--- src/rtl/mc_pkg.sv ---
// Shared types and helpers for the Monte Carlo payoff core.
package mc_pkg;

  typedef enum logic [1:0] {
    EURO_CALL  = 2'd0,
    EURO_PUT   = 2'd1,
    ASIAN_CALL = 2'd2,
    ASIAN_PUT  = 2'd3
  } mc_mode_t;

  typedef enum logic [1:0] {
    IDLE  = 2'd0,
    RUN   = 2'd1,
    DRAIN = 2'd2,
    DONE  = 2'd3
  } mc_state_t;

  // Ceiling log2, elaboration-time only; sizes index, sum and accumulator fields.
  function automatic int mc_log2(input int v);
    int r;
    r = 0;
    for (int i = 0; i < 31; i++)
      if ((1 << i) < v) r = i + 1;
    return r;
  endfunction

endpackage

--- src/rtl/mc_payoff_unit.sv ---
// Clamped vanilla payoff: max(S-K,0) for calls, max(K-S,0) for puts.
module mc_payoff_unit #(
  parameter int W = 12
) (
  input  logic [W-1:0] i_s,
  input  logic [W-1:0] i_k,
  input  logic         i_put,
  output logic [W-1:0] o_payoff
);

  // Subtract in the direction that can be positive, clamp otherwise.
  always_comb begin
    o_payoff = '0;
    if (i_put) begin
      if (i_k > i_s) o_payoff = i_k - i_s;
    end else begin
      if (i_s > i_k) o_payoff = i_s - i_k;
    end
  end

endmodule

--- src/rtl/mc_path_payoff_core.sv ---
// Streams day-major path samples, keeps per-path running sums and returns
// the mean European/Asian call/put payoff at maturity.
module mc_path_payoff_core
  import mc_pkg::*;
#(
  parameter int W       = 12,
  parameter int N_PATHS = 256,
  parameter int N_DAYS  = 8
) (
  input  logic         clk,
  input  logic         rst,
  input  logic         start,
  input  logic [1:0]   mode,
  input  logic [W-1:0] K,
  input  logic         in_valid,
  input  logic [W-1:0] in_path,
  output logic         in_ready,
  output logic         day_done,
  output logic         busy,
  output logic         price_valid,
  output logic [W-1:0] price
);

  localparam int LP = mc_log2(N_PATHS);
  localparam int LD = mc_log2(N_DAYS);
  localparam int SW = W + LD;
  localparam int AW = W + LP;

  mc_state_t         r_state, w_state_nxt;
  logic [LP-1:0]     r_path_idx;
  logic [LD-1:0]     r_day_idx;
  logic [W-1:0]      r_k;
  mc_mode_t          r_mode;
  logic [SW-1:0]     r_sum [N_PATHS];
  logic [W-1:0]      r_pay;
  logic              r_pay_vld;
  logic [AW-1:0]     r_acc;
  logic [W-1:0]      r_price;
  logic              r_day_done;
  logic              r_drain;

  logic              w_in_ready, w_accept, w_last_path, w_last_day;
  logic [SW-1:0]     w_sum_add, w_sum_wr, w_sum_avg;
  logic [W-1:0]      w_s, w_payoff;
  logic [AW-1:0]     w_acc_mean;

  assign w_accept    = in_valid && w_in_ready;
  assign w_last_path = (r_path_idx == LP'(N_PATHS - 1));
  assign w_last_day  = (r_day_idx == LD'(N_DAYS - 1));

  // Day 0 overwrites the slot, so stale sums from a previous run never leak in.
  assign w_sum_add = r_sum[r_path_idx] + SW'(in_path);
  assign w_sum_wr  = (r_day_idx == '0) ? SW'(in_path) : w_sum_add;
  assign w_sum_avg = w_sum_add >> LD;
  assign w_s       = r_mode[1] ? w_sum_avg[W-1:0] : in_path;
  assign w_acc_mean = r_acc >> LP;

  mc_payoff_unit #(.W(W)) u_payoff (
    .i_s      (w_s),
    .i_k      (r_k),
    .i_put    (r_mode[0]),
    .o_payoff (w_payoff)
  );

  // Next-state and handshake decode.
  always_comb begin
    w_state_nxt = r_state;
    w_in_ready  = 1'b0;
    case (r_state)
      IDLE:  if (start) w_state_nxt = RUN;
      RUN: begin
        w_in_ready = 1'b1;
        if (in_valid && w_last_path && w_last_day) w_state_nxt = DRAIN;
      end
      DRAIN: if (r_drain) w_state_nxt = DONE;
      DONE:  w_state_nxt = IDLE;
      default: w_state_nxt = IDLE;
    endcase
  end

  // FSM, indices, payoff pipeline and accumulator.
  always_ff @(posedge clk) begin
    if (rst) begin
      r_state    <= IDLE;
      r_path_idx <= '0;
      r_day_idx  <= '0;
      r_k        <= '0;
      r_mode     <= EURO_CALL;
      r_pay      <= '0;
      r_pay_vld  <= 1'b0;
      r_acc      <= '0;
      r_price    <= '0;
      r_day_done <= 1'b0;
      r_drain    <= 1'b0;
    end else begin
      r_state    <= w_state_nxt;
      r_day_done <= w_accept && w_last_path;
      r_pay_vld  <= w_accept && w_last_day;
      r_pay      <= w_payoff;
      r_drain    <= (r_state == DRAIN) && !r_drain;
      if (r_state == IDLE && start) begin
        r_k        <= K;
        r_mode     <= mc_mode_t'(mode);
        r_path_idx <= '0;
        r_day_idx  <= '0;
        r_acc      <= '0;
        r_price    <= '0;
      end else begin
        if (w_accept) begin
          r_path_idx <= r_path_idx + LP'(1);
          if (w_last_path) r_day_idx <= r_day_idx + LD'(1);
        end
        if (r_pay_vld) r_acc <= r_acc + AW'(r_pay);
        if (r_state == DRAIN && r_drain) r_price <= w_acc_mean[W-1:0];
      end
    end
  end

  // Per-path running sum, read-modify-write in the accept cycle.
  always_ff @(posedge clk) begin
    if (w_accept) r_sum[r_path_idx] <= w_sum_wr;
  end

  assign in_ready    = w_in_ready;
  assign day_done    = r_day_done;
  assign busy        = (r_state == RUN) || (r_state == DRAIN);
  assign price_valid = (r_state == DONE);
  assign price       = r_price;

endmodule

--- config.mk ---
export PLATFORM = sky130hd
export DESIGN_NAME = mc_path_payoff_core
export DESIGN_NICKNAME = d
export VERILOG_FILES = /design/src/rtl/mc_pkg.sv /design/src/rtl/mc_payoff_unit.sv /design/src/rtl/mc_path_payoff_core.sv
export SDC_FILE = /design/constraint.sdc
export NUM_CORES = 2
export LEC_CHECK = 0
export CAP_MARGIN = 20
export CELL_PAD_IN_SITES_DETAIL_PLACEMENT = 1
export CELL_PAD_IN_SITES_GLOBAL_PLACEMENT = 1
export CORE_MARGIN = 8
export CORE_UTILIZATION = 57
export DETAILED_ROUTE_END_ITERATION = 8
export MAX_ROUTING_LAYER = met4
export PLACE_DENSITY_LB_ADDON = 0.12
export SETUP_SLACK_MARGIN = 0.2
export SLEW_MARGIN = 20
export SYNTH_ARGS = -nofsm -noshare
export SYNTH_HDL_FRONTEND = slang
export SYNTH_SLANG_ARGS = --single-unit
--- constraint.sdc ---
create_clock -name clk -period 16.1 [get_ports clk]
set_clock_uncertainty 0.15 [all_clocks]
set_input_delay 3.22 -clock clk [delete_from_list [all_inputs] [get_ports clk]]
set_output_delay 3.22 -clock clk [all_outputs]
set_load 0.02 [all_outputs]
Word level (Yosys, flattened, before mapping)
Memories as Yosys holds them, arrays and structs flattened. A register that Yosys moved wholly into a read port is not among the register bits.
Index checks and enable logic that the tools add are counted.
Storage, ports and cells
  memories: 1
  output and inout port bits: 16
  word-level logic and storage cells: 57
  register bits after elaboration: 74
  memory bits (writable): 3840
  input bits: 30
Memories
  r_sum: words 256, bits a word 15, read ports 1, clocked after memory_dff 1, write ports 1, line mc_path_payoff_core.sv:34  | logic [SW-1:0] r_sum [N_PATHS];
Cells by class
  reduce and logical (&&, ||, !) cells: 15
  $add $sub $neg: 6
  muxes and demuxes: 14
  magnitude comparators: 2
  equality and inequality tests: 8
Operators by type and width (number)
  2-to-1 mux 12 bit: 4
  > comparator 12 bit: 2
  subtractor 12 bit: 2
  adder 20 x 12 -> 20 bit: 1
  2-to-1 mux 8 bit: 2
  adder 15 x 12 -> 15 bit: 1
  2-to-1 mux 15 bit: 1
  adder 8 x 1 -> 8 bit (second input constant): 1
  equality test 8 bit (second input constant): 1
  logical AND 1 bit: 8
  case mux 2 bit (4 select lines): 1
  2-to-1 mux 2 bit: 3
  inequality test 2 bit (second input constant): 3
  equality test 2 bit (second input constant): 2
  adder 3 x 1 -> 3 bit (second input constant): 1
  equality test 3 bit (second input constant): 1
  zero test 3 bit: 1
  2-to-1 mux 1 bit: 3
  AND reduction 3 bit: 1
  equality test 2 x 1 -> 1 bit (second input constant): 1
  zero test 2 bit: 1
  AND reduction 2 bit: 1
  OR reduction 2 bit: 1
  zero test 1 bit: 1
  logical OR 1 bit: 1

Longest topological paths before layout
  word-level depth: 5
  gate-level depth with buffers: 30

Cells and area by module
A second synthesis with hierarchy kept.
Second synthesis, totals
  cell total of the unflattened synthesis: 6627
  area total of the unflattened synthesis: 152531.3 sq um
Modules (own cells, without submodules)
  mc_path_payoff_core: instances 1, seq. area each 116952.2 sq um, cells each 6441, area an instance 151157.5 sq um
  mc_payoff_unit: instances 1, seq. area each 0.0 sq um, cells each 186, area an instance 1373.8 sq um

Worst setup path before layout
OpenSTA, ideal clock, no wires.
  kind: input port to flip-flop
  from: in in_path[0]
  to: mem r_sum[0][14] (netlist bit), data pin
  setup slack: 2.584 ns
  arrival time: 11.789 ns
  library setup time: 1.576 ns
  stages: 12
  buffers on the path: 0
  required time: 14.374 ns
  cells stage by stage: ha_1 -> inv_1 -> fa_1 -> nor2b_1 -> o21a_1 -> o21ai_0 -> nand2b_1 -> a31o_2 -> a211oi_1 -> nor3_1 -> nand3_1 -> a21oi_1
Between the ends
  cells in the longest elaborated chain, start to end: 2
RTL lines
  from (decl): line mc_path_payoff_core.sv:16  | input logic [W-1:0] in_path,
  adder 15 x 12 -> 15 bit: line mc_path_payoff_core.sv:52  | assign w_sum_add = r_sum[r_path_idx] + SW'(in_path);
  2-to-1 mux 15 bit: line mc_path_payoff_core.sv:53  | assign w_sum_wr = (r_day_idx == '0) ? SW'(in_path) : w_sum_add;
  named net w_sum_wr[14]: line mc_path_payoff_core.sv:43  | logic [SW-1:0] w_sum_add, w_sum_wr, w_sum_avg;
  to (decl): line mc_path_payoff_core.sv:34
The timed path passes the listed nets, and every way through them passes these cells.

==> run_results.csv <==
group,metric,value,unit
status,status,"complete, no violations",
grt,antenna_found_initial,23,
min_path,hold_path_depth,2,
yosys,synth_seq_cells,3922,
grt,grt_pass1_wl,589000,um
yosys,synthArstFlopShare,0,%
routing,drc,0,
clocking,cts_tree,"built",
place,io_buffers,45,
worst_setup_path,reg2reg_slack,6360,ps
grt,grt_overflow_total,0,
timing,tns,0,ps
cells_and_area,seq_area,117000,sq um
routing,drt_iter0_markers,9917,
grt,first_global_vias,76100,
floorplan,dieWidth,533,um
yosys,synthesis.instances,6653,
min_path,hp-start,"price[3]$_SDFFE_PP0P_",
routing,drtPass1Iterations,6,
timing,finalWorstSetupSlack,6360,ps
yosys,post_synth_num_cell_types,58,
cells_and_area,nNetsFinal,7182,
grt,grt_max_degree,257,
clocking,clockRootBuffer,"clkbuf_16",
worst_setup_path,arrival,10160,ps
clocking,clk_pin_slew,60,ps
grt,grt_usage,30.1,%
place,dp.cells,10200,
yosys,synth_edf_count,3840,
yosys,ys_seq_area_share,76.7,%
job,maxCapViolCount,0,
cells_and_area,final_cell_area,172000,sq um
clocking,postCtsHoldBufs,0,
timing,post-route-period-util,60.5,%
cells_and_area,multiInputGateArea,33900,sq um
power_and_ir_drop,ir_drop,0.112,mV
timing,final_max_slew_viol_count,0,
floorplan,initial_core_util,57.1,%
routing,topRoutingLayerUsed,"met4",
place,pre_cts_ws,6240,ps
min_path,hold_path_class,"reg -> reg",
power_and_ir_drop,powerDensity,127,nW/um^2
clocking,clock-sinks,3922,
worst_setup_path,worstPathRequired,16520,ps
timing,rsz0062_at_grt,"no",
yosys,synth.top_cell.area_share,75.6,%
timing,setup-violations-final,0,
timing,max_freq,0.103,GHz
clocking,h-tree-depth,5,
worst_setup_path,timing.rr.end,"r_sum[168][12]$_DFFE_PP_",
clocking,clkLatencyLatePin,940,ps
routing,drt_wl_total,419000,um
floorplan,rows,190,
routing,vias,75000,
worst_setup_path,ff2ff_path_depth,20,
cells_and_area,final_util,64.3,%
worst_setup_path,cp_max_fo,97,
cells_and_area,area_growth,12.5,%
min_path,min_to,"price[3]$_SDFFE_PP0P_",
worst_setup_path,startpoint_type,"flop",
clocking,post-cts-setup-buffer-count,0,
yosys,mappedNetlistArea,152000,sq um
routing,drt-met1-wl,163000,um
floorplan,dieArea,284000,sq um
cells_and_area,layout-drive-gt1-share,29.8,%
floorplan,die_y,533,um
floorplan,coreArea,267000,sq um
worst_setup_path,critPathKind,"reg -> reg",
clocking,numCtsBuffers,391,
routing,wl_met3,39800,um
timing,holdWs,305,ps
yosys,synth_top_area_cell,"edfxtp_1",
routing,wl_met2,200000,um
worst_setup_path,cp-end-kind,"flop",
power_and_ir_drop,power_leakage,50.4,nW
cells_and_area,finalNonFillerCells,11000,
place,postPlaceCellArea,159000,sq um
routing,vias_per_cell,6.83,
place,gp_congestion,0.834,
clocking,post_cts_resized,0,
routing,antenna_left,0,
cells_and_area,nFillCells,20800,
power_and_ir_drop,p_total,21.8,mW
timing,hold_viol_final,0,
timing,worst_pin_slew,1280,ps
floorplan,io_pins,46,
timing,slew_headroom,14.9,%
place,post-dp-hpwl,245000,um
timing,finalCriticalPeriod,9740,ps
clocking,clockBufferDepth,4,
yosys,syn-num-nets,6747,
yosys,ys_warn_count,0,
yosys,syn-mean-instance-area,22.9,sq um
routing,routedWlPerCell,38.2,um
yosys,ys.flop_type,"edfxtp_1",
yosys,synth.area.top_cells,"edfxtp_1, mux4_2, dfxtp_1",
-- flip-flops by register name (all words and copies together) (netlist names), 2 cells and up, named ones only --
name and count:
r_sum 3840, r_acc 20, price 12, r_k 12, r_pay 12, r_path_idx 8
r_day_idx 3, r_mode 2, r_state 2
-- synth_stat cells (16+ instances only) --
master       n
a211oi_1    18
mux4_2    1203
a221oi_1    19
inv_1       56
nor2_1     316
nand3_1     29
buf_1       49
buf_4       16
dfxtp_1     82
nand2_1    166
a22oi_1     42
mux2i_1     42
ha_1        60
nand2b_1    25
a21oi_1     81
nand4_1     21
nor3_1      27
buf_2      111
edfxtp_1  3840
mux2_2      16
nor2b_1     33
o21ai_0     37
clkbuf_1   181
-- cells by family (layout without fill, tap and decap cells) --
family                     after synthesis  after routing  synth area share (%)
buffers and inverters                  424           1180                  1.22
xor gates and xnor gates                27             27                 0.155
AOI/OAI and AO/OA                      285            285                  1.26
other                                    0             20                     0
adders and majority gates               64             64                 0.545
and+or+nand+nor                        670            670                  1.94
muxes                                 1261           1261                  18.2
DFF                                   3922           3922                  76.7
-- layout by cell type (no fill, tap or decap), drive strengths merged, types with 9 or more instances in the layout --
master,n
nor2,316
mux2i,42
nand3b,10
xnor2,15
clkdlybuf4s50,45
nand4,21
nand3,29
nand2,166
clkbuf,490
dfxtp,82
nand2b,25
nor3,27
mux2,16
a22o,9
a211oi,18
buf,363
a311oi,10
bufinv,34
o21ai,37
ha,60
diode,20
a21oi,81
clkinv,163
clkinvlp,17
inv,68
and3,9
mux4,1203
nor2b,33
a221oi,19
a21o,15
xor2,12
a22oi,42
edfxtp,3840
-- cell type report --
| class | instances | area share [%] |
|---|---|---|
| Multi-Input combinational cell | 2307 | 19.8 |
| Timing Repair Buffer | 408 | 2.03 |
| Antenna cell | 20 | 0.0292 |
| Clock inverter | 224 | 1.24 |
| Clock buffer | 490 | 6.03 |
| Tap cell | 3552 | 2.59 |
| Sequential cell | 3922 | 68.2 |
| Inverter | 58 | 0.133 |
-- critical path, cell delays in order (launching register included) --
cell,delay [ps]
dfxtp_4,850
buf_12,570
buf_4,860
mux4_2,600
mux4_2,560
mux4_2,620
mux4_2,500
ha_1,210
inv_1,90
fa_1,210
nor2b_1,60
o21a_1,180
o21ai_0,140
nand2b_1,100
a31o_2,270
a211oi_1,340
nor2_1,120
xor2_1,420
and2_4,550
buf_4,630
buf_4,790
-- routing by layer --
metal | track usage (%) | vias to the layer above
met3 | 5.66 | 700
li1 | - | 29100
met5 | - | -
met4 | 9.75 | 0
met2 | 46.1 | 4272
met1 | 42.0 | 40900
-- power by group --
group	switching, mW	internal [mW]
logic	0.915	0.725
registers	0.0390	11.2
clock network	3.84	5.10
total	4.80	17.0
-- how the worst max path moves through the flow --
stage,from,to,depth (start not counted)
2_1_floorplan,in_path[0],r_sum[0][14]$_DFFE_PP_,12
3_3_place_gp,flop,r_sum[62][8]$_DFFE_PP_,20
3_5_place_dp,flop,r_sum[221][8]$_DFFE_PP_,20
4_1_cts,flop,r_sum[53][8]$_DFFE_PP_,20
5_1_grt,flop,r_sum[168][12]$_DFFE_PP_,20
6_report,flop,r_sum[168][12]$_DFFE_PP_,20
(Power assumes the default switching activity.)
